### src/rtl/t08_pkg.sv
// Shared definitions for the t08 datapath: ALU opcode encoding, load/store FSM states
// and helpers that classify memory operations.
package t08_pkg;

    typedef enum logic [5:0] {
        ADD  = 6'd0,
        SUB  = 6'd1,
        SLL  = 6'd2,
        SLT  = 6'd3,
        SLTU = 6'd4,
        XOR  = 6'd5,
        SRL  = 6'd6,
        SRA  = 6'd7,
        OR   = 6'd8,
        AND  = 6'd9,
        LB   = 6'd20,
        LH   = 6'd21,
        LW   = 6'd22,
        LBU  = 6'd23,
        LHU  = 6'd24,
        SB   = 6'd25,
        SH   = 6'd26,
        SW   = 6'd27
    } alu_operations;

    typedef enum logic [2:0] {
        IDLE  = 3'd0,
        REQ   = 3'd1,
        WAIT  = 3'd2,
        DONE  = 3'd3,
        FAULT = 3'd4
    } mem_state_t;

    localparam logic [5:0] OP_MEM_FIRST = 6'd20;
    localparam logic [5:0] OP_MEM_LAST  = 6'd27;

    function automatic logic is_mem_op(input logic [5:0] op);
        return (op >= OP_MEM_FIRST) && (op <= OP_MEM_LAST);
    endfunction

    function automatic logic is_store_op(input alu_operations op);
        return (op == SB) || (op == SH) || (op == SW);
    endfunction

    // Halves need an even address, words need a 4-byte aligned one.
    function automatic logic is_misaligned(input alu_operations op, input logic [1:0] a);
        logic mis;
        mis = 1'b0;
        case (op)
            LH, LHU, SH: mis = a[0];
            LW, SW:      mis = (a != 2'b00);
            default:     mis = 1'b0;
        endcase
        return mis;
    endfunction

endpackage

### src/rtl/t08_lane_align.sv
// Byte-lane steering for the load/store unit: store replication/strobes and load
// extraction/extension. Low address bits that a given size ignores are forced to alignment.
module t08_lane_align
    import t08_pkg::*;
(
    input  alu_operations op,
    input  logic [1:0]    a,
    input  logic [31:0]   store_data,
    input  logic [31:0]   rdata,
    output logic [31:0]   wdata,
    output logic [3:0]    wstrb,
    output logic [31:0]   load_data
);

    logic [7:0]  sel_byte;
    logic [15:0] sel_half;

    always_comb begin
        sel_byte  = 8'(rdata >> {a, 3'b000});
        sel_half  = 16'(rdata >> {a[1], 4'b0000});
        wdata     = 32'd0;
        wstrb     = 4'b0000;
        load_data = 32'd0;
        case (op)
            LB:  load_data = {{24{sel_byte[7]}}, sel_byte};
            LBU: load_data = {24'd0, sel_byte};
            LH:  load_data = {{16{sel_half[15]}}, sel_half};
            LHU: load_data = {16'd0, sel_half};
            LW:  load_data = rdata;
            SB: begin
                wdata = {4{store_data[7:0]}};
                wstrb = 4'b0001 << a;
            end
            SH: begin
                wdata = {2{store_data[15:0]}};
                wstrb = 4'b0011 << {a[1], 1'b0};
            end
            SW: begin
                wdata = store_data;
                wstrb = 4'b1111;
            end
            default: ;
        endcase
    end

endmodule

### src/rtl/t08_mem_access.sv
// Load/store unit: one word-aligned data-memory access per memory instruction.
// Optional misaligned-access trap compiled in with T08_MISALIGN_TRAP_EN.
module t08_mem_access
    import t08_pkg::*;
(
    input  logic        clk,
    input  logic        nRst,
    input  logic [5:0]  alu_control,
    input  logic        mem_valid,
    input  logic [31:0] addr,
    input  logic [31:0] store_data,
    input  logic [31:0] bus_rdata,
    input  logic        bus_busy,
    output logic [31:0] bus_addr,
    output logic [31:0] bus_wdata,
    output logic [3:0]  bus_wstrb,
    output logic        bus_read,
    output logic        bus_write,
    output logic [31:0] load_data,
    output logic        stall,
    output logic        done,
    output logic        fault,
    output mem_state_t  state_dbg
);

    // Handshake: start is sampled when mem_valid=1 with a memory op in IDLE; upstream
    // holds its inputs while stall=1, and done pulses for one cycle on completion.
    mem_state_t    state_q, state_d;
    alu_operations op_q;
    logic [31:0]   addr_q, data_q, load_q;
    logic [31:0]   lane_wdata, lane_load;
    logic [3:0]    lane_wstrb;
    logic          mem_op, start, in_req;

    assign mem_op = is_mem_op(alu_control);
    assign start  = mem_valid && mem_op && (state_q == IDLE);

    t08_lane_align u_lane (
        .op         (op_q),
        .a          (addr_q[1:0]),
        .store_data (data_q),
        .rdata      (bus_rdata),
        .wdata      (lane_wdata),
        .wstrb      (lane_wstrb),
        .load_data  (lane_load)
    );

    always_ff @(posedge clk or posedge nRst) begin
        if (nRst) begin
            state_q <= IDLE;
            op_q    <= ADD;
            addr_q  <= 32'd0;
            data_q  <= 32'd0;
            load_q  <= 32'd0;
        end else begin
            state_q <= state_d;
            if (start) begin
                op_q   <= alu_operations'(alu_control);
                addr_q <= addr;
                data_q <= store_data;
            end
            if (state_q == WAIT && !bus_busy) begin
                load_q <= lane_load;
            end
        end
    end

    always_comb begin
        state_d = state_q;
        case (state_q)
            IDLE: begin
                if (start) begin
                    state_d = REQ;
`ifdef T08_MISALIGN_TRAP_EN
                    if (is_misaligned(alu_operations'(alu_control), addr[1:0])) begin
                        state_d = FAULT;
                    end
`endif
                end
            end
            REQ:     state_d = WAIT;
            WAIT:    if (!bus_busy) state_d = DONE;
            DONE:    state_d = IDLE;
            FAULT:   state_d = IDLE;
            default: state_d = IDLE;
        endcase
    end

    // Bus request fields are only live for the single REQ cycle.
    assign in_req    = (state_q == REQ);
    assign bus_read  = in_req && !is_store_op(op_q);
    assign bus_write = in_req && is_store_op(op_q);
    assign bus_addr  = {addr_q[31:2], 2'b00};
    assign bus_wdata = in_req ? lane_wdata : 32'd0;
    assign bus_wstrb = in_req ? lane_wstrb : 4'b0000;
    assign load_data = load_q;
    assign done      = (state_q == DONE) || (state_q == FAULT);
    assign stall     = mem_valid && mem_op && (state_q != DONE) && (state_q != FAULT);
    assign state_dbg = state_q;

`ifdef T08_MISALIGN_TRAP_EN
    assign fault = (state_q == FAULT);
`else
    assign fault = 1'b0;
`endif

endmodule

### config.mk
export PLATFORM = sky130hd
export DESIGN_NAME = t08_mem_access
export DESIGN_NICKNAME = d
export VERILOG_FILES = /design/src/rtl/t08_pkg.sv /design/src/rtl/t08_lane_align.sv /design/src/rtl/t08_mem_access.sv
export SDC_FILE = /design/constraint.sdc
export NUM_CORES = 1
export LEC_CHECK = 0
export CAP_MARGIN = 40
export CORE_MARGIN = 3
export CORE_UTILIZATION = 44
export CTS_BUF_LIST = sky130_fd_sc_hd__clkbuf_2 sky130_fd_sc_hd__clkbuf_4 sky130_fd_sc_hd__clkbuf_8
export CTS_CLUSTER_SIZE = 28
export DETAILED_ROUTE_END_ITERATION = 6
export PLACE_DENSITY = 0.8
export SYNTH_ARGS = -nofsm -noshare
export SYNTH_HDL_FRONTEND = slang
export SYNTH_SLANG_ARGS = --single-unit
### constraint.sdc
create_clock -name clk -period 4.5 [get_ports clk]
set_clock_uncertainty 0.2 [all_clocks]
set_input_delay 0.9 -clock clk [delete_from_list [all_inputs] [get_ports clk]]
set_output_delay 0.9 -clock clk [all_outputs]
set_load 0.1 [all_outputs]
==> summary.txt <==
Floorplanning
  • I/O pins: 214
  • Effective utilization at floorplan: 45.79%
  • Die Wd: 118.7 µm
  • Row count: 40
  • Die Ht: 118.7 µm
  • Die area: 14,100 µm²
  • Core area: 12,210 µm²

Cells and area
  • Layout area overhead: 56.97%
  • Multi-input logic area: 2566 µm²
  • Final instance area: 8777 µm²
  • Most common cell after layout, fill and taps aside: clkdlybuf4s50_1
  • ANT cells: 0
  • Most frequent cells in the layout: clkdlybuf4s50_1, dfrtp_1, mux2_2, buf_8, buf_4
  • Storage cell area: 2604 µm²
  • Post-route insts no fill: 905
  • Layout cell share with drive strength beyond 1: 30.66%
  • Fill count: 861
  • Final net count: 842

Clocking
  • TritonCTS clock tree: yes
  • CTS sink cnt: 104
  • Clk buf depth: 2
  • Post-CTS Setup Inserts: 0
  • CTS Buf Count: 9
  • Clock transition at the registers of the reported paths: 0.10 ns
  • Cell chosen for the clock root: clkbuf_8
  • Clk Latency, worst-skew pair: 0.37 ns
  • # H-tree levels: 3
  • Post-CTS Hold Fix Bufs: 0
  • Post_cts resized: 0

STA
  • Hold WS: 0.3090 ns
  • Min Tclk post-route: 3.615 ns
  • Highest clock rate: 276.7 MHz
  • Slew margin rel.: 42.73%
  • Hold Fails Final Rpt: 0
  • Slew Limit Fails: 0
  • Fin crit share: 80.32%
  • RSZ-0062 raised after global routing: false
  • Final setup fails: 0
  • Post-route setup TNS: 0 ns
  • Worst Tran Pin Value: 0.8573 ns

Critical path
  • Reg2Reg Setup Slack: 1.69 ns
  • Crit-path slowest cell: nor2b_1
  • Worst setup path class: flip-flop to primary output
  • CP bufs+invs: 1
  • Crit-path cells: nor2b_1, a22oi_1, nor2_1, buf_4
  • Worst R2R Path Depth: 7
  • RR Endpoint: load_data[26]
  • Crit path to: bus_wdata[23]
  • Critical Path RT: 3.40 ns
  • WP data arrival: 2.51 ns
  • Stages on the worst setup path: 4
  • Crit-path max FO: 30
  • Slowest stage delay, CP: 0.76 ns
  • Worst r2r src: state_dbg[0]
  • Worst path top cell family by delay: simple AND/OR/NAND/NOR gates
  • Critical Path Source: op_q[1]
  • CP endpoint kind: primary output
  • Crit start category: flip-flop

Yosys
  • Synthesized area per cell: 11.07 µm²
  • Synth unique cells: 52
  • Ys Warns: 0
  • Register area share after synthesis: 46.54%
  • Mapped Cells: 505
  • Seq cells post-synth: 104
  • Post-Syn Area: 5592 µm²

Global routing
  • Global-route wire length before repair: 27,670 µm
  • Initial antenna violation count: 0
  • Largest net degree at the start of global routing: 53
  • Number of global-route vias before repair: 5,270
  • GRT overflow: 0
  • Global Route Usage Sum: 24.60%

Job
  • Max-cap violation count: 0

Detailed routing
  • Initial DRT Pass Iterations: 5
  • # DRC: 0
  • Final ANT Viol Nets: 0
  • Drt wl/cell: 19.34 µm
  • DRT iter0 DRCs: 447
  • Via count: 4,965
  • Routed WL: 17,510 µm
  • Via/cell ratio: 5.486

Placement
  • Placer Congestion: 0.8749
  • Cell area after placement: 8526 µm²
  • Post-Place Cells: 889
  • Post-DP HPWL: 13,440 µm
  • Port-buffer cells: 209

Pwr
  • Total power: 7.595 mW
  • Worst vdd ir: 437.5 µV
  • Lkg Pwr: 3.941 nW
  • Cell Pwr Density: 865.4 nW/µm²

Min path
  • HP Class: flip-flop to flip-flop

Status
  • Status: completed
where the power goes:
group / switching (mW) / internal, mW
combinational: 3.15 / 1.96
clock: 0.337 / 0.387
sequential: 0.406 / 1.36
total: 3.89 / 3.71
worst min path at each step:
stage                  startpoint             to  slack, ns  cells after the start
floorplan                 op_q[4]        op_q[4]       0.25                      1
global placement     load_data[7]   load_data[7]       0.28                      2
detailed placement        op_q[4]        op_q[4]       0.29                      1
CTS                 load_data[24]  load_data[24]       0.31                      2
global route           addr_q[29]     addr_q[29]       0.33                      1
finish              load_data[24]  load_data[24]       0.31                      2
routing by layer:
| layer | vias up | wire length, µm | global-route usage [%] |
|---|---|---|---|
| met4 | 0 | 511 | 9.703 |
| met3 | 45 | 1262 | 5.646 |
| met1 | 2411 | 6897 | 29.66 |
| li1 | 2249 | - | - |
| met2 | 260 | 8835 | 42.56 |
| met5 | - | 0 | 0 |
cell families after synthesis:
| kind of cell | synth area share (%) |
|---|---|
| muxes | 18.98 |
| and+or+nand+nor | 12.08 |
| DFF | 46.54 |
| xor gates and xnor gates | 0.3133 |
| buffers and inverters | 7.764 |
| AOI/OAI and AO/OA | 13.36 |
| adders and majority gates | 0.8951 |
| other | 0.06706 |
sequential cells by signal (all words and copies together) (netlist names):
signal     flops
data_q        32
addr_q        32
load_data     32
op_q           6
state_dbg      2
Yosys cell counts, drive strengths merged:
cell type	count	share of area, %
dfrtp	104	47
mux2	69	14
buf	51	6.2
nand2	33	2.2
a21oi	32	2.9
nor2	29	1.9
nand3	24	3.0
a22oi	20	2.8
clkbuf	20	1.3
nor2b	13	1.5
o21ai	12	1.1
a221o	10	1.8
mux2i	10	1.8
a21o	9	1.2
and3	9	1.0
mux4	8	3.3
a211oi	7	0.94
ha	4	0.90
inv	4	0.27
o2111ai	4	0.63
o221ai	4	0.63
and2	3	0.34
o211ai	3	0.40
and4bb	2	0.45
nand2b	2	0.22
nand4	2	0.22
nor3b	2	0.45
or2	2	0.22
a2111o	1	0.20
a21boi	1	0.13
a22o	1	0.16
a2bb2oi	1	0.16
a31oi	1	0.11
and3b	1	0.16
conb	1	0.067
nor3	1	0.18
nor4b	1	0.16
o22a	1	0.16
or3	1	0.11
xnor2	1	0.16
xor2	1	0.16
worst reg2reg max path, stage by stage (launching register included):
cell and delay [ns]:
dfrtp_1 0.45, inv_1 0.10, ha_1 0.24, nor2b_1 0.50, buf_4 0.30, nand2_1 0.11, a2111o_1 0.62, o21ai_0 0.21
per-stage QoR:
stage / setup WS (ns) / util [%]
floorplan: -0.3397 / -
finish: 0.8855 / 71.88
CTS: 0.8935 / 71.88
global placement: 1.221 / 61.09
global route: 0.7210 / 71.88
detailed placement: 1.094 / 69.82
area by class of cell:
cell class | count | share of cell area, %
repair buffers | 284 | 35.64
clock inverters | 6 | 1.297
inverters | 4 | 0.1996
well taps | 168 | 2.395
multi-input cells | 329 | 29.24
flip-flops and latches | 104 | 29.67
clock buffers | 10 | 1.568
Note: power is estimated with default switching activity, not from simulation.
